<file path="config.mk">
export PLATFORM = sky130hd
export DESIGN_NAME = luffa_host_driver
export DESIGN_NICKNAME = d
export VERILOG_FILES = /design/src/rtl/luffa_host_driver.sv
export SDC_FILE = /design/constraint.sdc
export NUM_CORES = 1
export LEC_CHECK = 0
export ABC_CLOCK_PERIOD_IN_PS = 3300
export BUFFER_PORTS_ARGS = -buffer_cell sky130_fd_sc_hd__buf_2
export CAP_MARGIN = 10
export CORE_ASPECT_RATIO = 1.5
export CORE_MARGIN = 3
export CORE_UTILIZATION = 51
export CTS_CLUSTER_DIAMETER = 50
export DETAILED_ROUTE_END_ITERATION = 10
export PLACE_DENSITY = 0.75
export SYNTH_ARGS = -nofsm -noshare
export SYNTH_HDL_FRONTEND = slang
export SYNTH_SLANG_ARGS = --single-unit
export TNS_END_PERCENT = 100
</file>
<file path="constraint.sdc">
create_clock -name clk -period 3.3 [get_ports clk]
set_clock_uncertainty 0.15 [all_clocks]
set_input_delay 0.495 -clock clk [delete_from_list [all_inputs] [get_ports clk]]
set_output_delay 0.495 -clock clk [all_outputs]
set_load 0.1 [all_outputs]
</file>
<file path="src/rtl/luffa_host_driver.sv">
// Host-side initiator for the Luffa core's 16-bit init/load/fetch/ack bus.
// Serialises one 256-bit block as 16 loads, waits for hashing, optionally fetches the 256-bit digest.
module luffa_host_driver #(
   parameter int ACK_TIMEOUT = 15,
   parameter int BUSY_GUARD  = 4
) (
   input  logic         clk,
   input  logic         rst_n,
   input  logic         start_i,
   input  logic         first_i,
   input  logic         last_i,
   input  logic [255:0] blk_i,
   output logic         ready_o,
   output logic         done_o,
   output logic         err_o,
   output logic [255:0] digest_o,
   output logic         init_o,
   output logic         load_o,
   output logic         fetch_o,
   output logic [15:0]  idata_o,
   input  logic         ack_i,
   input  logic [15:0]  odata_i,
   input  logic         busy_i
);

   localparam int TW = $clog2(ACK_TIMEOUT + 1);
   localparam int GW = $clog2(BUSY_GUARD + 1);
   localparam logic [TW-1:0] TO_LAST = TW'(ACK_TIMEOUT - 1);
   localparam logic [GW-1:0] G_LAST  = GW'(BUSY_GUARD - 1);

   typedef enum logic [3:0] {
      IDLE, INIT, LOAD, LWAIT, GUARD, HWAIT, FETCH, FWAIT, DONE
   } state_t;

   state_t         state, state_nxt;
   logic [255:0]   blk_r;
   logic [255:0]   digest_r;
   logic           last_r;
   logic [3:0]     word_cnt;
   logic [TW-1:0]  to_cnt;
   logic [GW-1:0]  guard_cnt;
   logic           timeout;
   logic [7:0]     word_lsb;

   // Word k lives at bits [255-16k -: 16], i.e. its LSB is 16*(15-k).
   assign word_lsb = {~word_cnt, 4'b0000};
   assign ready_o  = (state == IDLE);
   assign idata_o  = (state == LOAD || state == LWAIT) ? blk_r[word_lsb +: 16] : 16'h0000;

   always_ff @(posedge clk or negedge rst_n) begin
      if (!rst_n) state <= IDLE;
      else        state <= state_nxt;
   end

   always_comb begin
      state_nxt = state;
      init_o    = 1'b0;
      load_o    = 1'b0;
      fetch_o   = 1'b0;
      done_o    = 1'b0;
      timeout   = 1'b0;
      case (state)
         IDLE:  if (start_i) state_nxt = first_i ? INIT : LOAD;
         INIT: begin
            init_o    = 1'b1;
            state_nxt = LOAD;
         end
         LOAD: begin
            load_o    = 1'b1;
            state_nxt = LWAIT;
         end
         LWAIT: begin
            if (ack_i) begin
               state_nxt = (word_cnt == 4'd15) ? GUARD : LOAD;
            end else if (to_cnt == TO_LAST) begin
               timeout   = 1'b1;
               state_nxt = IDLE;
            end
         end
         GUARD: if (guard_cnt == G_LAST) state_nxt = HWAIT;
         HWAIT: if (!busy_i) state_nxt = last_r ? FETCH : DONE;
         FETCH: begin
            fetch_o   = 1'b1;
            state_nxt = FWAIT;
         end
         FWAIT: begin
            if (ack_i) begin
               state_nxt = (word_cnt == 4'd15) ? DONE : FETCH;
            end else if (to_cnt == TO_LAST) begin
               timeout   = 1'b1;
               state_nxt = IDLE;
            end
         end
         DONE: begin
            done_o    = 1'b1;
            state_nxt = IDLE;
         end
         default: state_nxt = IDLE;
      endcase
   end

   always_ff @(posedge clk or negedge rst_n) begin
      if (!rst_n) begin
         blk_r     <= '0;
         digest_r  <= '0;
         digest_o  <= '0;
         last_r    <= 1'b0;
         word_cnt  <= '0;
         to_cnt    <= '0;
         guard_cnt <= '0;
         err_o     <= 1'b0;
      end else begin
         // Registered so the error pulse lands in the first IDLE cycle.
         err_o <= timeout;
         case (state)
            IDLE: begin
               if (start_i) begin
                  blk_r    <= blk_i;
                  last_r   <= last_i;
                  word_cnt <= '0;
               end
            end
            LOAD, FETCH: to_cnt <= TW'(1);
            LWAIT: begin
               to_cnt    <= to_cnt + TW'(1);
               guard_cnt <= '0;
               if (ack_i && word_cnt != 4'd15) word_cnt <= word_cnt + 4'd1;
            end
            GUARD: guard_cnt <= guard_cnt + GW'(1);
            HWAIT: if (!busy_i) word_cnt <= '0;
            FWAIT: begin
               to_cnt <= to_cnt + TW'(1);
               if (ack_i) begin
                  digest_r[word_lsb +: 16] <= odata_i;
                  if (word_cnt != 4'd15) word_cnt <= word_cnt + 4'd1;
               end
            end
            DONE: if (last_r) digest_o <= digest_r;
            default: ;
         endcase
      end
   end

endmodule

</file>
==> metrics.txt <==
all-layer global routing usage=0.2849; RSZ-0062 raised after global routing=yes; Least-Margin Pin Slew=0.7817 ns; synth top area cells=dfrtp_1 (61%), mux2_2 (25%), mux4_2 (4.0%), mux2_4 (1.7%), mux2i_1 (1.1%); Final min period=approximately 3.4 ns; post-synth top area share=0.6112; final setup fails=7; CTS tree=done; number of flops mapped to enable cells by yosys=0; Post-Syn Nets=2268; number of buffers added on ports=556; max frequency=between 0.2 and 0.3 GHz; pre-CTS setup slack=about 0.095 ns; Syn Area/Cell=around 16 µm²; clock latency on the worst-skew pair=0.63 ns; Fill cells=4074; Synth area leader=dfrtp_1; core footprint=62360 µm²; asr flop ratio synth=1.000; Tightest Hold Check Type=input port to flop; status=complete, but fails checks; chip height=roughly 310 µm; peak supply drop=998.7 µV; WL final=about 95000 µm; Ports=557; placed wire-length estimate=64070 µm; Num CTS Buffers=75; Synth Instances=1982; Seq cells post-synth=785; number of clock sinks=785; Initial DRC Count=~1500; CP max FO=8; Setup crit end kind=output port; Fin. Hold Viols=0; layout cells sized above 1=0.5620; initial antenna violation count=9; DRC viols=0; DR vias/cell=about 5.6; Seq/Total Area, Yosys=0.6112; Leak=0.02124 µW; ANT nets after route=0; critical path data arrival time=2.73 ns; Post-Layout Cell Count=3690; max_slew headroom=0.4789; CP Class=flop to output port; design area=41900 µm²; largest net degree at the start of global routing=97; failing checks=setup timing; fin. max-slew vios=0; Core Rows=approximately 110; required time worst endpoint=2.65 ns; routed len/inst=25.65 µm; vias in the first global route=22900; dpl cells=3274; Synth Warn #=0; routed via count=between 20000 and 25000; die footprint=66130 µm²; total congestion overflow=0; Final Wtd Congestion=0.8631; max_cap viols=0; area grow syn2layout=30.38%; Pwr per Cell Area=732.1 nW/µm²; H-tree depth=3; mapped cell area=between 30000 and 40000 µm²; first-pass GRT wire length=roughly 140000 µm; CTS Root Cell=clkbuf_16; Pre-Repair DR Iteration Count=6; Initial Util=0.5154; Worst setup SP type=flop; Main synth FF type=dfrtp_1; Die X=roughly 210 µm; most common cell in the netlist=dfrtp_1; Cell variety after synth=54; worst setup margin=-0.07768 ns; Layout Nets=around 3100; clock-pin slew on the worst setup and hold paths=0.07 ns; Tcrit/Tclk final=1.024; Placed Area=36180 µm²; Clock Path Buffers=3; Synth top cells by count=dfrtp_1 (785), mux2_2 (707), clkbuf_1 (74), mux4_2 (57), mux2_4 (37)
worst max-delay path, cell delays in order, from the launching register on:
cell	delay (ns)
dfrtp_4	0.52
buf_12	0.16
mux4_2	0.56
a22o_1	0.21
a221o_1	0.42
buf_12	0.21
path summary, 6_finish.rpt:
kind | from | to | slack (ns) | cells past startpoint
setup / recovery | word_cnt[0] | idata_o[14] | -0.08 | 5
hold / removal | blk_i[120] | blk_r[120] | 0.03 | 2
setup reg to reg | word_cnt[0] | digest_r[158] | 0.13 | 6
hold reg to reg | digest_r[32] | digest_o[32] | 0.34 | 1
max in group asynchronous | rst_n | digest_o[41] | 1.65 | 3
min in group asynchronous | rst_n | blk_r[81] | 0.36 | 2
placed cells by master (no fill, tap or decap), types with 4 or more instances in the layout:
master,n
nor2_1,14
ha_1,7
buf_6,10
buf_4,55
nand2b_1,6
mux2i_4,10
a21oi_1,5
mux4_2,57
mux2i_1,19
diode_2,6
and2_1,34
nand2_1,19
nor3_1,5
mux2_4,37
clkbuf_1,11
o22ai_2,8
mux2_1,27
nor2b_1,5
dlygate4sd3_1,257
clkbuf_16,78
nand3_2,5
nand3_4,4
a221o_1,6
buf_2,539
clkinv_2,11
dfrtp_1,783
bufinv_16,5
and3_1,7
clkbuf_8,19
a22o_1,7
mux2i_2,7
buf_12,26
nand3_1,11
inv_1,9
inv_6,4
a22oi_2,5
mux2_2,707
a221oi_1,6
sequential cells by signal, summed over array words and instances, names as in the netlist, 3 cells and up:
name / cells
digest_o: 256
blk_r: 256
guard_cnt: 3
word_cnt: 4
to_cnt: 4
digest_r: 256
state: 4
where the power goes:
part	internal, µW	switching, µW	leakage [µW]
sequential	11400	1340	0.0104
combinational	4280	4750	0.00956
clock	5180	3770	0.00127
cell type report:
| cell class | instances | area [µm²] | area share |
|---|---|---|---|
| Antenna cell | 6 | 15.01 | 0.0003583 |
| Sequential cell | 785 | 19650 | 0.4689 |
| Timing Repair Buffer | 891 | 6414 | 0.1531 |
| Tap cell | 798 | 998.5 | 0.02383 |
| Inverter | 10 | 37.54 | 0.0008958 |
| Clock inverter | 26 | 312.8 | 0.007465 |
| Multi-Input combinational cell | 1066 | 12220 | 0.2917 |
| Clock buffer | 108 | 2255 | 0.05381 |
stage by stage:
stage                       TNS, ns  hold WS [ns]    util  power [µW]
after floorplan           -0.005303       0.04941       -       17800
after global placement            0        0.3207  0.5802       20220
after detailed placement          0        0.3284  0.5802       20510
after CTS                   -0.4777     0.0002544  0.6689       30290
after global routing        -0.6827       0.01780  0.6719       31770
final                       -0.2371       0.02597  0.6720       30680
layer usage:
metal | vias to the layer above | routed length [µm] | global-route usage
met5 | - | 13 | 0
met4 | 2 | 4678 | 0.1304
met3 | 196 | 5947 | 0.05990
met2 | 838 | 49920 | 0.5113
met1 | 10710 | 34090 | 0.3257
li1 | 8907 | - | -
cells by family (layout without fill, tap and decap cells):
family	after synthesis	in the layout	synth area share
adder cells (fa/ha/maj)	7	7	0.002725
flip-flops	785	785	0.6112
multiplexers	864	864	0.3256
other	0	6	0
AO/OA/AOI/OAI	58	58	0.01394
buffers and inverters	131	1035	0.01814
AND/OR/NAND/NOR	134	134	0.02706
XOR/XNOR	3	3	0.001285
timing repair:
| item | 4_1_cts | 5_1_grt |
|---|---|---|
| gates cloned | 2 | 0 |
| setup endpoints to repair | 16 | 25 |
| gates resized for setup | 67 | 16 |
| pin swaps | 11 | 4 |
| setup buffers | 9 | 8 |
| hold endpoints to repair | 315 | 0 |
| hold buffers | 257 | 0 |
Power figures use the tool's default switching activity.
